===== config.mk =====
export PLATFORM = sky130hd
export DESIGN_NAME = date_set_ctrl_flat
export DESIGN_NICKNAME = d
export VERILOG_FILES = /design/src/rtl/date_set_ctrl_if.sv /design/src/rtl/date_set_ctrl.sv /design/src/flat_wrapper.sv
export SDC_FILE = /design/constraint.sdc
export NUM_CORES = 1
export LEC_CHECK = 0
export BUFFER_PORTS_ARGS = -buffer_cell sky130_fd_sc_hd__buf_2
export CAP_MARGIN = 5
export CORE_MARGIN = 8
export CORE_UTILIZATION = 52
export DETAILED_ROUTE_END_ITERATION = 16
export PLACE_DENSITY = 0.82
export RECOVER_POWER = 25
export SLEW_MARGIN = 20
export SYNTH_ARGS = -nofsm -noshare
export SYNTH_HDL_FRONTEND = slang
export SYNTH_SLANG_ARGS = --single-unit

===== constraint.sdc =====
create_clock -name clk -period 3.46 [get_ports clk]
set_input_delay 0.173 -clock clk [delete_from_list [all_inputs] [get_ports clk]]
set_output_delay 0.173 -clock clk [all_outputs]
set_load 0.05 [all_outputs]

===== src/rtl/date_set_ctrl_if.sv =====
// Bundle of the button/date inputs and the strobe/mode outputs of the
// calendar set-mode controller. The master side is the board/bench that
// drives buttons, the 1 Hz tick and the current date. The slave side is the
// controller itself.
interface date_set_ctrl_if;
    logic       tick_1hz;
    logic       btn_mode;
    logic       btn_inc;
    logic [4:0] day;
    logic [3:0] month;
    logic [6:0] year;
    logic       tick_o;
    logic       day_b;
    logic       mon_b;
    logic       year_b;
    logic       day_load;
    logic [4:0] day_load_val;
    logic [1:0] mode;

    modport master (
        output tick_1hz, btn_mode, btn_inc, day, month, year,
        input  tick_o, day_b, mon_b, year_b, day_load, day_load_val, mode
    );

    modport slave (
        input  tick_1hz, btn_mode, btn_inc, day, month, year,
        output tick_o, day_b, mon_b, year_b, day_load, day_load_val, mode
    );
endinterface


===== src/rtl/date_set_ctrl.sv =====
// Set-mode controller for the day/month/year counters. Two debounced
// buttons walk RUN -> SET_DAY -> SET_MON -> SET_YEAR -> RUN; increment
// presses become single-cycle strobes to the selected counter. The 1 Hz
// tick is passed on only in RUN, idle set states fall back to RUN after
// TIMEOUT_S ticks, and leaving SET_MON/SET_YEAR clamps an illegal day.
module date_set_ctrl #(
    parameter int TIMEOUT_S = 30
) (
    input  logic           clk,
    input  logic           reset_n,
    date_set_ctrl_if.slave bus
);

    localparam logic [5:0] TO_LIMIT = 6'(TIMEOUT_S);

    typedef enum logic [1:0] {
        ST_RUN      = 2'd0,
        ST_SET_DAY  = 2'd1,
        ST_SET_MON  = 2'd2,
        ST_SET_YEAR = 2'd3
    } state_t;

    state_t     state_q, state_d;
    logic       prev_mode_q, prev_inc_q;
    logic [5:0] to_cnt_q, to_cnt_d;
    logic       tick_q;
    logic       day_b_q, day_b_d;
    logic       mon_b_q, mon_b_d;
    logic       year_b_q, year_b_d;
    logic       day_load_q, day_load_d;
    logic [4:0] day_load_val_q, day_load_val_d;

    logic       mode_press_s;
    logic       inc_press_s;
    logic [4:0] dim_s;

    // Days in month; February is leap whenever the two-digit year is a
    // multiple of four (valid for 2000..2099).
    function automatic logic [4:0] days_in_month(input logic [3:0] m, input logic [6:0] y);
        logic [4:0] d;
        case (m)
            4'd2:                      d = (y[1:0] == 2'b00) ? 5'd29 : 5'd28;
            4'd4, 4'd6, 4'd9, 4'd11:   d = 5'd30;
            default:                   d = 5'd31;
        endcase
        return d;
    endfunction

    assign mode_press_s = bus.btn_mode & ~prev_mode_q;
    assign inc_press_s  = bus.btn_inc  & ~prev_inc_q;
    assign dim_s        = days_in_month(bus.month, bus.year);

    // Next state, timeout counter, strobe requests and day clamp.
    always_comb begin
        state_d        = state_q;
        to_cnt_d       = to_cnt_q;
        day_b_d        = 1'b0;
        mon_b_d        = 1'b0;
        year_b_d       = 1'b0;
        day_load_d     = 1'b0;
        day_load_val_d = day_load_val_q;

        if (mode_press_s) begin
            // Mode wins over a simultaneous inc press; the inc is dropped.
            to_cnt_d = 6'd0;
            case (state_q)
                ST_RUN:      state_d = ST_SET_DAY;
                ST_SET_DAY:  state_d = ST_SET_MON;
                ST_SET_MON:  state_d = ST_SET_YEAR;
                ST_SET_YEAR: state_d = ST_RUN;
                default:     state_d = ST_RUN;
            endcase
        end else if (inc_press_s) begin
            // Any press restarts the inactivity window, even on a timeout tick.
            to_cnt_d = 6'd0;
            case (state_q)
                ST_SET_DAY:  day_b_d  = 1'b1;
                ST_SET_MON:  mon_b_d  = 1'b1;
                ST_SET_YEAR: year_b_d = 1'b1;
                default:     day_b_d  = 1'b0;
            endcase
        end else if (bus.tick_1hz && (state_q != ST_RUN)) begin
            if ((to_cnt_q + 6'd1) == TO_LIMIT) begin
                state_d  = ST_RUN;
                to_cnt_d = 6'd0;
            end else begin
                to_cnt_d = to_cnt_q + 6'd1;
            end
        end else begin
            to_cnt_d = to_cnt_q;
        end

        // Leaving month or year editing may leave e.g. 31 April; clamp it.
        if (((state_q == ST_SET_MON) || (state_q == ST_SET_YEAR)) && (state_d != state_q)) begin
            if (bus.day > dim_s) begin
                day_load_d     = 1'b1;
                day_load_val_d = dim_s;
            end else begin
                day_load_d     = 1'b0;
            end
        end else begin
            day_load_d = 1'b0;
        end
    end

    // State, button history, timeout counter and registered outputs.
    always_ff @(posedge clk or negedge reset_n) begin
        if (!reset_n) begin
            state_q        <= ST_RUN;
            prev_mode_q    <= 1'b1;
            prev_inc_q     <= 1'b1;
            to_cnt_q       <= 6'd0;
            tick_q         <= 1'b0;
            day_b_q        <= 1'b0;
            mon_b_q        <= 1'b0;
            year_b_q       <= 1'b0;
            day_load_q     <= 1'b0;
            day_load_val_q <= 5'd0;
        end else begin
            state_q        <= state_d;
            prev_mode_q    <= bus.btn_mode;
            prev_inc_q     <= bus.btn_inc;
            to_cnt_q       <= to_cnt_d;
            tick_q         <= bus.tick_1hz & (state_q == ST_RUN);
            day_b_q        <= day_b_d;
            mon_b_q        <= mon_b_d;
            year_b_q       <= year_b_d;
            day_load_q     <= day_load_d;
            day_load_val_q <= day_load_val_d;
        end
    end

    assign bus.mode         = state_q;
    assign bus.tick_o       = tick_q;
    assign bus.day_b        = day_b_q;
    assign bus.mon_b        = mon_b_q;
    assign bus.year_b       = year_b_q;
    assign bus.day_load     = day_load_q;
    assign bus.day_load_val = day_load_val_q;

endmodule


===== src/flat_wrapper.sv =====
// flat-port wrapper written by rule: the top's interface ports become plain ports
module date_set_ctrl_flat 
#(
    parameter int TIMEOUT_S = 30
)
  (clk, reset_n, bus_tick_1hz, bus_btn_mode, bus_btn_inc, bus_day, bus_month, bus_year, bus_tick_o, bus_day_b, bus_mon_b, bus_year_b, bus_day_load, bus_day_load_val, bus_mode);
  date_set_ctrl_if bus_i ();
  input  logic clk;
  input  logic reset_n;
  input wire logic [$bits(bus_i.tick_1hz)-1:0] bus_tick_1hz;
  input wire logic [$bits(bus_i.btn_mode)-1:0] bus_btn_mode;
  input wire logic [$bits(bus_i.btn_inc)-1:0] bus_btn_inc;
  input wire logic [$bits(bus_i.day)-1:0] bus_day;
  input wire logic [$bits(bus_i.month)-1:0] bus_month;
  input wire logic [$bits(bus_i.year)-1:0] bus_year;
  output wire logic [$bits(bus_i.tick_o)-1:0] bus_tick_o;
  output wire logic [$bits(bus_i.day_b)-1:0] bus_day_b;
  output wire logic [$bits(bus_i.mon_b)-1:0] bus_mon_b;
  output wire logic [$bits(bus_i.year_b)-1:0] bus_year_b;
  output wire logic [$bits(bus_i.day_load)-1:0] bus_day_load;
  output wire logic [$bits(bus_i.day_load_val)-1:0] bus_day_load_val;
  output wire logic [$bits(bus_i.mode)-1:0] bus_mode;
  assign bus_i.tick_1hz = bus_tick_1hz;
  assign bus_i.btn_mode = bus_btn_mode;
  assign bus_i.btn_inc = bus_btn_inc;
  assign bus_i.day = bus_day;
  assign bus_i.month = bus_month;
  assign bus_i.year = bus_year;
  assign bus_tick_o = bus_i.tick_o;
  assign bus_day_b = bus_i.day_b;
  assign bus_mon_b = bus_i.mon_b;
  assign bus_year_b = bus_i.year_b;
  assign bus_day_load = bus_i.day_load;
  assign bus_day_load_val = bus_i.day_load_val;
  assign bus_mode = bus_i.mode;
  date_set_ctrl #(.TIMEOUT_S(TIMEOUT_S)) u_core (.clk(clk), .reset_n(reset_n), .bus(bus_i));
endmodule

==> flow_metrics.py <==
metrics = {
    "final_layout": {
        "area_delta_synth_final_pct": 21.6,
        "fin_nets": 159,
        "multiInputGateArea_sq_um": 493,
        "fill_cells": 148,
        "regArea_sq_um": 453,
        "drive_gt1_frac": 0.279,
        "instances_no_fill": 154,
        "diodes": 0,
    },
    "power_and_ir_drop": {
        "p_leak_nw": 0.625,
        "p_sw_frac": 0.446,
        "p_comb_frac": 0.447,
        "clkPwrFrac": 0.178,
        "p_int_mw": 0.413,
        "total_power_mw": 0.745,
        "p_sw_mw": 0.332,
        "p_per_area_nw_per_um2": 619,
        "p_seq_frac": 0.375,
        "irDropWorstVdd_mv": 0.525,
    },
    "route": {
        "dr.pass1.iters": 3,
        "num_vias": 817,
        "antenna_left": 0,
        "via_per_inst": 5.31,
        "drt_iter0_drc": 2,
        "wirelength_mm": 2.15,
        "routedWlPerCell_um": 14.0,
        "drc_errors": 0,
    },
    "die": {
        "ios": 33,
        "initial_core_util": 0.562,
        "row_count": 15,
        "coreArea_sq_um": 1760,
        "die_h_um": 59.7,
        "die-area_sq_um": 3560,
        "die_x_um": 59.7,
    },
    "synth": {
        "ys_top_cells_by_area": "dfrtp_1, ha_1, dfstp_2",
        "syn_nets": 126,
        "synth_top_area_share": 0.404,
        "ys_ff_latch": 18,
        "yosysWarnings": 0,
        "synth_area_leader_cell": "dfrtp_1",
        "synthArstFlopShare": 1.00,
        "synth-edff-count": 0,
        "netlist-cell-type-count": 34,
        "syn_avg_cell_area_sq_um": 10.2,
        "synth_ff_type": "dfrtp_1",
        "synth.most_common_cell": "dfrtp_1",
        "ys_seq_area_frac": 0.457,
        "synthCells": 97,
        "synth_common_cells": "dfrtp_1, ha_1, inv_1, nand2_1",
        "syn_area_sq_um": 991,
    },
    "place": {
        "dp_cells": 147,
        "portBuffers": 27,
        "hpwl_mm": 1.66,
        "place.gp.congestion": 0.763,
    },
    "global_route": {
        "first_global_vias": 889,
        "grt_pass1_wl_mm": 3.65,
        "grt_max_degree": 19,
        "antenna_found_initial": 0,
        "gr-usage-all-layers": 0.136,
        "grt_overflow": 0,
    },
    "job": {
        "maxCapViolCount": 0,
    },
    "cts": {
        "cts_made_buffers": 3,
        "cts_sinks": 18,
        "root_buffer": "clkbuf_4",
        "cts_tree": "yes",
        "cts.repair.resized": 0,
        "clockBufferDepth": 2,
        "ctsHtreeMaxLevel": 1,
        "path_clk_slew_ns": 0.10,
        "clock_latency_ns": 0.30,
    },
    "timing": {
        "fin_crit_ns": 2.56,
        "rsz0062_at_grt": "false",
        "setup_violations": 0,
        "slew_violations": 0,
        "slew_headroom": 0.377,
        "fmaxAchievable_ghz": 0.390,
        "hold_viol_final": 0,
        "post-route-period-util": 0.741,
        "setup-tns-final_ns": 0,
        "worst_pin_slew_ns": 0.935,
        "finClkSkew_ns": 0.00204,
    },
    "outcome": {
        "outcome": "completed",
    },
    "setup_path": {
        "cpPeakStageDelay_ns": 0.59,
        "crit_chain": "inv_1 -> ha_1 -> nor2b_1 -> nand2_1 -> o31a_1 -> or4b_4 -> mux2_4",
        "cp-end-kind": "flip-flop",
        "arrival_ns": 2.76,
        "crit_required_ns": 3.66,
        "path_class": "reg2reg",
        "critPathMaxFanout": 8,
        "start_kind": "flip-flop",
        "slowest_stage": "or4b_4",
    },
    "hold_path": {
        "hp-class": "in2reg",
    },
}
-- cell usage in the layout (no fill, tap or decap), types with 3 or more instances in the layout --
cell	Yosys	final
and2_1	4	4
buf_2	0	24
clkbuf_1	0	3
clkbuf_4	0	3
dfrtp_1	16	16
dlygate4sd3_1	0	3
ha_1	8	8
inv_1	8	8
nand2_1	8	8
nand2b_1	3	3
nand3_1	3	3
nor2_1	6	6
nor3_1	3	3
o21ai_0	6	6
xor2_1	3	3
-- metrics by stage --
step,setup slack (ns),util,hold WS [ns],cell area (sq um)
4_1_cts,0.916,0.685,0.115,1210
6_report,0.898,0.683,0.109,1200
3_3_place_gp,0.972,0.648,0.120,1140
3_5_place_dp,0.942,0.648,0.122,1140
2_1_floorplan,0.751,-,-0.123,991
5_1_grt,0.770,0.683,0.115,1200
-- power groups by stage --
stage	Clock, mW	Sequential (mW)	Combinational (mW)
floorplan	0	0.364	0.171
global placement	0	0.281	0.313
detailed placement	0	0.284	0.330
CTS	0.135	0.280	0.335
global route	0.146	0.287	0.362
finish	0.133	0.280	0.333
-- registers in the layout, summed over array words and instances (netlist names) --
register	flops
u_core.bus.day_load	1
u_core.bus.day_load_val	3
u_core.bus.mon_b	1
u_core.bus.tick_o	1
u_core.prev_mode_q	1
u_core.prev_inc_q	1
u_core.to_cnt_q	6
u_core.bus.day_b	1
u_core.bus.year_b	1
u_core.bus.mode	2
-- worst paths after layout --
path | startpoint | to | slack, ns | depth (start not counted)
max | u_core.bus.mode[1] | u_core.bus.day_load_val[0] | 0.90 | 7
min | bus_tick_1hz | u_core.bus.tick_o | 0.11 | 2
max reg2reg | u_core.bus.mode[1] | u_core.bus.day_load_val[0] | 0.90 | 7
min reg2reg | u_core.bus.day_load_val[3] | u_core.bus.day_load_val[3] | 0.51 | 1
max in group asynchronous | reset_n | u_core.bus.mon_b | 2.38 | 2
min in group asynchronous | reset_n | u_core.bus.tick_o | 0.52 | 2
-- layer usage --
layer,vias to the layer above,global-route usage,part of all wire
met1,385,0.139,0.41
met5,-,0,0
met3,7,0.0428,0.075
met2,20,0.229,0.48
li1,405,-,-
met4,0,0.0986,0.029
-- logic make-up after synthesis --
logic type | Yosys count | synth area share
and+or+nand+nor | 36 | 0.203
AOI/OAI and AO/OA | 18 | 0.124
DFF | 18 | 0.457
xor gates and xnor gates | 5 | 0.0442
buffers and inverters | 10 | 0.0455
muxes | 2 | 0.0252
adders and majority gates | 8 | 0.101
-- cell type report --
class,count,share of cell area
inverters,8,0.0249
well taps,25,0.0260
multi-input cells,69,0.409
clock buffers,4,0.0301
flip-flops and latches,18,0.376
repair buffers,30,0.134
-- worst max-delay path: cells and delay by family, from the launching register on --
family	cells	cell delay (ns)
flip-flops	1	0.49
multiplexers	1	0.31
buffers and inverters	1	0.10
AND/OR/NAND/NOR	3	0.93
adder cells (fa/ha/maj)	1	0.27
AO/OA/AOI/OAI	1	0.35
-- timing repair --
item                      4_1_cts  5_1_grt
hold buffers                    3        0
setup buffers                   0        0
hold endpoints to repair       18        0
No activity file was read; power rests on OpenSTA's default activity.
